### config.mk
export PLATFORM = sky130hd
export DESIGN_NAME = mode_switch
export DESIGN_NICKNAME = d
export VERILOG_FILES = /design/src/rtl/mode_switch_pkg.sv /design/src/rtl/btn_press.sv /design/src/rtl/mode_switch.sv
export SDC_FILE = /design/constraint.sdc
export NUM_CORES = 1
export LEC_CHECK = 0
export ABC_AREA = 1
export BUFFER_PORTS_ARGS = -buffer_cell sky130_fd_sc_hd__buf_4
export CAP_MARGIN = 10
export CORE_MARGIN = 10
export CORE_UTILIZATION = 40
export CTS_CLUSTER_DIAMETER = 30
export DETAILED_ROUTE_END_ITERATION = 10
export SETUP_SLACK_MARGIN = 0.2
export SLEW_MARGIN = 20
export SYNTH_ARGS = -nofsm -noshare
export SYNTH_HDL_FRONTEND = slang
export SYNTH_HIERARCHICAL = 1
export SYNTH_SLANG_ARGS = --single-unit
### constraint.sdc
create_clock -name CLK -period 1.5 [get_ports CLK]
set_input_delay 0.45 -clock CLK [delete_from_list [all_inputs] [get_ports CLK]]
set_output_delay 0.45 -clock CLK [all_outputs]
set_load 0.1 [all_outputs]
### src/rtl/mode_switch_pkg.sv
// Shared types and helpers for the mode_switch button front end.
package mode_switch_pkg;

  typedef enum logic [1:0] {
    ST_IDLE,
    ST_PRESSED,
    ST_LONG_HELD
  } press_state_t;

  // Bits needed for a counter that spans 0..n-1.
  function automatic int unsigned cnt_width(input int unsigned n);
    return (n < 2) ? 1 : $clog2(n);
  endfunction

endpackage

### src/rtl/btn_press.sv
// One push-button: 2-flop synchroniser, debounce filter and short/long press classifier.
module btn_press
  import mode_switch_pkg::*;
#(
  parameter int unsigned DEBOUNCE_CYCLES   = 1_000_000,
  parameter int unsigned LONG_PRESS_CYCLES = 50_000_000,
  parameter bit          BTN_ACTIVE_LOW    = 1'b1
) (
  input  logic clk,
  input  logic rst,
  input  logic raw,
  output logic level,
  output logic short_pulse,
  output logic long_pulse
);

  localparam int unsigned DB_W   = cnt_width(DEBOUNCE_CYCLES);
  localparam int unsigned HOLD_W = cnt_width(LONG_PRESS_CYCLES);
  localparam logic RELEASED_RAW  = BTN_ACTIVE_LOW ? 1'b1 : 1'b0;

  logic              sync1;
  logic              sync2;
  logic              pressed;
  logic [DB_W-1:0]   db_cnt;
  logic [HOLD_W-1:0] hold_cnt;
  press_state_t      state;

  // Synchroniser clears to the released level so reset never fakes a press.
  always_ff @(posedge clk) begin
    if (rst) begin
      sync1 <= RELEASED_RAW;
      sync2 <= RELEASED_RAW;
    end else begin
      sync1 <= raw;
      sync2 <= sync1;
    end
  end

  assign pressed = BTN_ACTIVE_LOW ? ~sync2 : sync2;

  // Accept a level change only after DEBOUNCE_CYCLES consecutive differing samples.
  always_ff @(posedge clk) begin
    if (rst) begin
      db_cnt <= '0;
      level  <= 1'b0;
    end else if (pressed != level) begin
      if (db_cnt == DB_W'(DEBOUNCE_CYCLES - 1)) begin
        level  <= pressed;
        db_cnt <= '0;
      end else begin
        db_cnt <= db_cnt + DB_W'(1);
      end
    end else begin
      db_cnt <= '0;
    end
  end

  // Long fires on the edge the hold counter reaches LONG_PRESS_CYCLES-1.
  always_ff @(posedge clk) begin
    if (rst) begin
      state       <= ST_IDLE;
      hold_cnt    <= '0;
      short_pulse <= 1'b0;
      long_pulse  <= 1'b0;
    end else begin
      short_pulse <= 1'b0;
      long_pulse  <= 1'b0;
      case (state)
        ST_IDLE: begin
          if (level) begin
            state    <= ST_PRESSED;
            hold_cnt <= '0;
          end
        end
        ST_PRESSED: begin
          if (!level) begin
            short_pulse <= 1'b1;
            state       <= ST_IDLE;
          end else begin
            hold_cnt <= hold_cnt + HOLD_W'(1);
            if (hold_cnt == HOLD_W'(LONG_PRESS_CYCLES - 2)) begin
              long_pulse <= 1'b1;
              state      <= ST_LONG_HELD;
            end
          end
        end
        ST_LONG_HELD: begin
          if (!level) state <= ST_IDLE;
        end
        default: state <= ST_IDLE;
      endcase
    end
  end

endmodule

### src/rtl/mode_switch.sv
// Board input front end: debounced button events, wrapping mode register on button 0,
// and synchronised slide switches.
module mode_switch
  import mode_switch_pkg::*;
#(
  parameter int unsigned NUM_BTN           = 4,
  parameter int unsigned NUM_MODES         = 4,
  parameter int unsigned SW_WIDTH          = 7,
  parameter int unsigned DEBOUNCE_CYCLES   = 1_000_000,
  parameter int unsigned LONG_PRESS_CYCLES = 50_000_000,
  parameter bit          BTN_ACTIVE_LOW    = 1'b1,
  localparam int unsigned MODE_W           = cnt_width(NUM_MODES)
) (
  input  logic                CLK,
  input  logic                RST,
  input  logic [NUM_BTN-1:0]  BUTTON,
  input  logic [SW_WIDTH-1:0] SWITCH,
  output logic [MODE_W-1:0]   MODE,
  output logic                MODE_CHANGED,
  output logic [NUM_BTN-1:0]  BTN_SHORT,
  output logic [NUM_BTN-1:0]  BTN_LONG,
  output logic [NUM_BTN-1:0]  BTN_LEVEL,
  output logic [SW_WIDTH-1:0] SW_SYNC
);

  logic [SW_WIDTH-1:0] sw_meta;

  for (genvar i = 0; i < int'(NUM_BTN); i++) begin : g_btn
    btn_press #(
      .DEBOUNCE_CYCLES  (DEBOUNCE_CYCLES),
      .LONG_PRESS_CYCLES(LONG_PRESS_CYCLES),
      .BTN_ACTIVE_LOW   (BTN_ACTIVE_LOW)
    ) u_btn (
      .clk        (CLK),
      .rst        (RST),
      .raw        (BUTTON[i]),
      .level      (BTN_LEVEL[i]),
      .short_pulse(BTN_SHORT[i]),
      .long_pulse (BTN_LONG[i])
    );
  end

  // Short press advances with explicit wrap; long press returns to mode 0.
  always_ff @(posedge CLK) begin
    if (RST) begin
      MODE         <= '0;
      MODE_CHANGED <= 1'b0;
    end else begin
      MODE_CHANGED <= 1'b0;
      if (BTN_SHORT[0]) begin
        MODE         <= (MODE == MODE_W'(NUM_MODES - 1)) ? '0 : MODE + MODE_W'(1);
        MODE_CHANGED <= 1'b1;
      end else if (BTN_LONG[0]) begin
        MODE         <= '0;
        MODE_CHANGED <= (MODE != '0);
      end
    end
  end

  always_ff @(posedge CLK) begin
    if (RST) begin
      sw_meta <= '0;
      SW_SYNC <= '0;
    end else begin
      sw_meta <= SWITCH;
      SW_SYNC <= sw_meta;
    end
  end

endmodule
### Yosys cells after proc, flatten, opt, wreduce, memory -nomap -nowiden

Index checks and enable logic that the tools add are counted.

| word-level totals | value |
|---|---|
| logic and storage cells | 177 |
| output and inout bits | 22 |
| bits of input ports | 13 |
| flip-flop bits (word level) | 229 |

| operators by class | value |
|---|---|
| bitwise gates (word level) | 16 |
| add/sub/neg operators | 9 |
| equality and inequality tests | 37 |
| multiplexer cells | 45 |
| reductions and logical operators | 34 |

Operators with widths:

| cell | number |
|---|---|
| $mux 26 | 8 |
| $pmux 26 s2 | 4 |
| $add 26x1->26 const B | 4 |
| $eq 26x26->1 const B | 4 |
| $add 20x1->20 const B | 4 |
| $eq 20x20->1 const B | 4 |
| $mux 2 | 19 |
| $pmux 2 s3 | 4 |
| $reduce_and 3->1 | 8 |
| $reduce_or 3->1 | 8 |
| $ne 2x1->1 const B | 8 |
| $not 1->1 | 16 |
| $ne 3x3->1 const B | 4 |
| $reduce_bool 2->1 | 6 |
| $eq 2x2->1 const B | 5 |
| $mux 1 | 10 |
| $eq 2x1->1 const B | 4 |
| $logic_not 2->1 | 4 |
| $ne 2x2->1 const B | 4 |
| $reduce_and 2->1 | 4 |
| $reduce_or 2->1 | 4 |
| $ne 1x1->1 | 4 |
| $add 2x1->2 const B | 1 |

### Logic depth before layout (Yosys ltp)

| depth | value |
|---|---|
| depth after elaboration | 4 |
| gate-level depth with buffers | 10 |
| gate-level depth less buffers | 10 |

### Hierarchy

Netlist, hierarchy kept.

Modules (own cells, without submodules):

| module | cells each | times used | sequential area each (µm²) | area each (µm²) |
|---|---|---|---|---|
| btn_press (g_btn[0].u_btn ...) | 423 | 3 | 1,061.0 | 2,832.7 |
| btn_press (g_btn[3].u_btn) | 387 | 1 | 1,061.0 | 2,708.8 |
| mode_switch | 63 | 1 | 340.3 | 639.4 |

### Least setup slack after synthesis

No wires, ideal clock.

| timing | value |
|---|---|
| path kind | reg-to-reg |
| from | register g_btn[0].u_btn.level |
| to | register g_btn[0].u_btn.hold_cnt[13] |
| path slack | -452 ps |
| setup time | 115 ps |
| data arrival time | 1,837 ps |
| data required time | 1,385 ps |
| clock period less this slack | 1,952 ps |
| cell stages (with the launch flop) | 9 |
| buffers on the path | 0 |
| cells stage by stage | dfxtp_1 -> inv_2 -> nor2_4 -> inv_2 -> nor2_1 -> nor2_2 -> inv_1 -> a21oi_1 -> o21a_1 |

| on the way | value |
|---|---|
| longest elaborated chain between the ends | 2 |
| elaborated cells on any way between the ends | 3 |
| those cells by class | eq/ne: 2; reduce/logical: 1 |

Ends and longest elaborated chain:

| element | line | RTL |
|---|---|---|
| start, declared | btn_press.sv:12 | `output logic level,` |
| start signal, assigned | btn_press.sv:48 | `level <= pressed;` |
| $ne 2x1->1 (no line) | n/a |  |
| $reduce_and 3->1 (no line) * | n/a |  |
| end signal, assigned | btn_press.sv:80 | `hold_cnt <= hold_cnt + HOLD_W'(1);` |
| end, declared | btn_press.sv:25 | `logic [HOLD_W-1:0] hold_cnt;` |

Every way passes the cells marked *; elsewhere a longest branch is shown, timed or not.
A chain may end at the register's enable or synchronous reset.

### Worst setup path in the final report

| timing | value |
|---|---|
| from | register g_btn[0].u_btn.level |
| to | output port BTN_LEVEL[0] |

RTL lines:

| element | line | RTL |
|---|---|---|
| end, declared | mode_switch.sv:22 | `output logic [NUM_BTN-1:0] BTN_LEVEL,` |

No word-level cell between the ends.

==> results by group <==
Run status
  • Run status: finished with violations
  • Failing checks: negative setup slack

Finish
  • Fraction of layout cells with a size suffix above 1: 47.1%
  • # diodes: 0
  • Final nets: 2031
  • Fin cells: 2433
  • FILL cells: 2235
  • Final design instance area without fill: 19100 um^2
  • Area growth syn-to-layout: 61.4%
  • Final Util: 66.1%
  • Most frequent cells in the layout: nand2_1 (308), nor2_1 (195), inv_1 (162)
  • Sequential cell area: 4810 um^2
  • Multi-input gate area: 8240 um^2
  • Commonest non-fill, non-tap cell in the layout: nand2_1

Timing
  • # setup viols final: 16
  • Worst Slack Setup Final: -43.4 ps
  • Fin. Hold Viols: 0
  • Fin crit period: 1540 ps
  • Slew Limit Fails: 0
  • WHS: 92.0 ps
  • FMAX: 648 MHz
  • Setup_tns: -228 ps
  • Final worst-path cycle share: 103%
  • Clock skew: 13.5 ps
  • RSZ-0062 raised after global routing: true
  • Slew headroom: 76.9%
  • Worst-Margin Slew: 344 ps

Placed design
  • GPL Wtd Cong: 0.857
  • Placed insts: 2183
  • IO buf count: 34
  • DP Wirelength: 20.1 mm
  • Pre-CTS setup slack: 13.1 ps
  • Dpl cell area: 13200 um^2

Setup path
  • Worst setup EP type: output port
  • Worst path slowest cell: dfxtp_4
  • CP peak stage delay: 370 ps
  • Startpoint type of the worst setup path: flip-flop
  • Top delay family on crit path: flip-flops
  • Worst path required time: 1050 ps
  • Worst Path Class, Setup: reg2out
  • CP Cell Sequence: buf_12
  • Arrival time worst endpoint: 1090 ps
  • CP bufs+invs: 1
  • Worst setup path start: g_btn[0].u_btn/level
  • Reg2reg start: g_btn[0].u_btn/db_cnt[5]
  • Crit-path max FO: 2

Hold path
  • Hold Path Class: in2reg
  • Hold_sp: BUTTON[3]

Floorplanning
  • Die Span Y: 192 um
  • Die width: 192 um
  • Die area: 36900 um^2
  • Core box area: 28900 um^2
  • Initial Util: 40.9%
  • IO Pins: 35
  • # rows: 62

Power
  • Power share of the clock group: 65.1%
  • Sw frac: 21.4%
  • Power after layout: 19.0 mW
  • Maximum vdd drop: 0.000802 V
  • Pwr dens: 993 nW/um^2
  • Design internal power: 14.9 mW
  • Leak: 6.97 nW
  • Share of power burned in registers: 32.2%
  • Combinational power share: 2.8%
  • Psw: 4.06 mW

Clocking
  • Depth of the CTS H-tree: 2
  • TritonCTS clock tree: built
  • Num CTS Buffers: 55
  • Clock Tree Buf Depth: 3
  • Worst-Skew Late Latency: 540 ps
  • Clk sinks: 229
  • Reg clk slew, reported paths: 50 ps
  • Clock root buffer: clkbuf_16
  • Cts hold-fix bufs: 0

Drt
  • DRT Pass-1 Iters: 5
  • Initial drt markers: 837
  • Wire length per cell: 14.4 um
  • Antenna viol nets, final: 0
  • Post-Route WL: 35.0 mm
  • Vias post-DR: 12300
  • DRC viols: 0
  • DR vias/cell: 5.06

Yosys
  • Synth warnings: 6
  • Mapped cell area: 11800 um^2
  • Syn nets: 1746
  • Post-Syn Instances: 1719
  • Mapped Avg Cell Area: 6.89 um^2
  • Seq/Total Area, Yosys: 38.7%
  • Unique masters post-synth: 43
  • Number of synthesized register bits: 229

Run
  • MaxCap Viol Count: 0

GRT
  • First-pass GRT wire length: 53.1 mm
  • Largest net degree at the start of global routing: 21
  • Gr usage total: 16.8%
  • Initial antenna violation count: 0
  • Gr ovfl total: 0
  • Vias in the first global route: 11500
==> logic make-up after synthesis <==
group	after synthesis	share of synthesized area (%)
adders and majority gates	14	1.48
buffers and inverters	230	8.35
AOI/OAI and AO/OA	196	8.89
DFF	229	38.7
and+or+nand+nor	1021	40.4
xor gates and xnor gates	29	2.14
==> flip-flops by register name, indices dropped and copies added (netlist names) <==
register                 count
MODE                         2
MODE_CHANGED                 1
SW_SYNC                      7
g_btn.u_btn/db_cnt          80
g_btn.u_btn/hold_cnt       104
g_btn.u_btn/level            4
g_btn.u_btn/long_pulse       4
g_btn.u_btn/short_pulse      4
g_btn.u_btn/state            8
g_btn.u_btn/sync1            4
g_btn.u_btn/sync2            4
sw_meta                      7
==> layer usage <==
metal | share of wire (%) | global-route usage, % | up-vias
met5 | 0 | 0 | -
met2 | 50 | 28.8 | 300
li1 | - | - | 6149
met1 | 43 | 20.7 | 5774
met4 | 3.0 | 5.40 | 0
met3 | 4.3 | 3.39 | 94
==> cell usage after synthesis <==
cell | n | area (um^2)
nand3b_1 | 8 | 60.1
nor2_4 | 26 | 293
o31ai_1 | 3 | 22.5
o21a_1 | 3 | 22.5
a31oi_1 | 6 | 37.5
nand3_2 | 8 | 80.1
o21ai_0 | 54 | 270
a21oi_2 | 4 | 35.0
nor3_1 | 27 | 135
and2_1 | 7 | 43.8
nor2_2 | 34 | 213
nor2_1 | 305 | 1140
nor3_4 | 1 | 16.3
inv_2 | 10 | 37.5
and3_1 | 1 | 6.26
xnor2_1 | 13 | 114
buf_12 | 1 | 20.0
inv_1 | 193 | 724
buf_4 | 5 | 37.5
dfxtp_1 | 229 | 4580
nand3_4 | 3 | 52.6
nand3_1 | 107 | 536
nand4_1 | 59 | 369
or2_0 | 10 | 62.6
buf_6 | 11 | 124
or2_2 | 14 | 87.6
xor2_1 | 16 | 140
o21bai_1 | 7 | 52.6
nand4_2 | 1 | 12.5
ha_1 | 14 | 175
clkinv_1 | 3 | 11.3
a21oi_1 | 110 | 551
nor4_1 | 8 | 50.1
nor3b_1 | 3 | 22.5
nand2_2 | 19 | 119
a22oi_1 | 4 | 30.0
nor3_2 | 7 | 70.1
o21ai_2 | 1 | 8.76
nor2_8 | 1 | 20.0
nand2_1 | 372 | 1400
buf_2 | 7 | 35.0
o21ai_1 | 3 | 15.0
o32ai_1 | 1 | 8.76
==> what timing repair did <==
action | in CTS | in global routing
pin swaps | 97 | 151
setup endpoints to repair | 176 | 202
cloned | 5 | 8
resized for setup | 326 | 443
setup buffers | 87 | 48
==> power groups by stage <==
| stage | registers [mW] | clock network (mW) | logic [mW] |
|---|---|---|---|
| final | 6.11 | 12.4 | 0.529 |
| after global routing | 6.10 | 12.9 | 0.562 |
| after CTS | 6.13 | 12.5 | 0.440 |
| after detailed placement | 6.25 | 0 | 0.361 |
| after global placement | 6.25 | 0 | 0.358 |
| after floorplan | 6.31 | 0 | 0.179 |
==> final cells by class <==
| type | count | area share [%] |
|---|---|---|
| tap | 384 | 2.51 |
| sequential | 229 | 25.2 |
| multi-input combinational | 1260 | 43.1 |
| clock inverter | 34 | 2.22 |
| timing repair buffer | 252 | 14.6 |
| inverter | 206 | 4.36 |
| clock buffer | 68 | 8.04 |
==> worst paths after layout <==
path	endpoint	slack [ps]	cells past startpoint
hold / removal	g_btn[3].u_btn/sync1	90	2
setup / recovery	BTN_LEVEL[0]	-40	1
setup reg to reg	g_btn[0].u_btn/db_cnt[5]	0	9
hold reg to reg	g_btn[0].u_btn/sync2	410	1
Power figures use the tool's default switching activity.
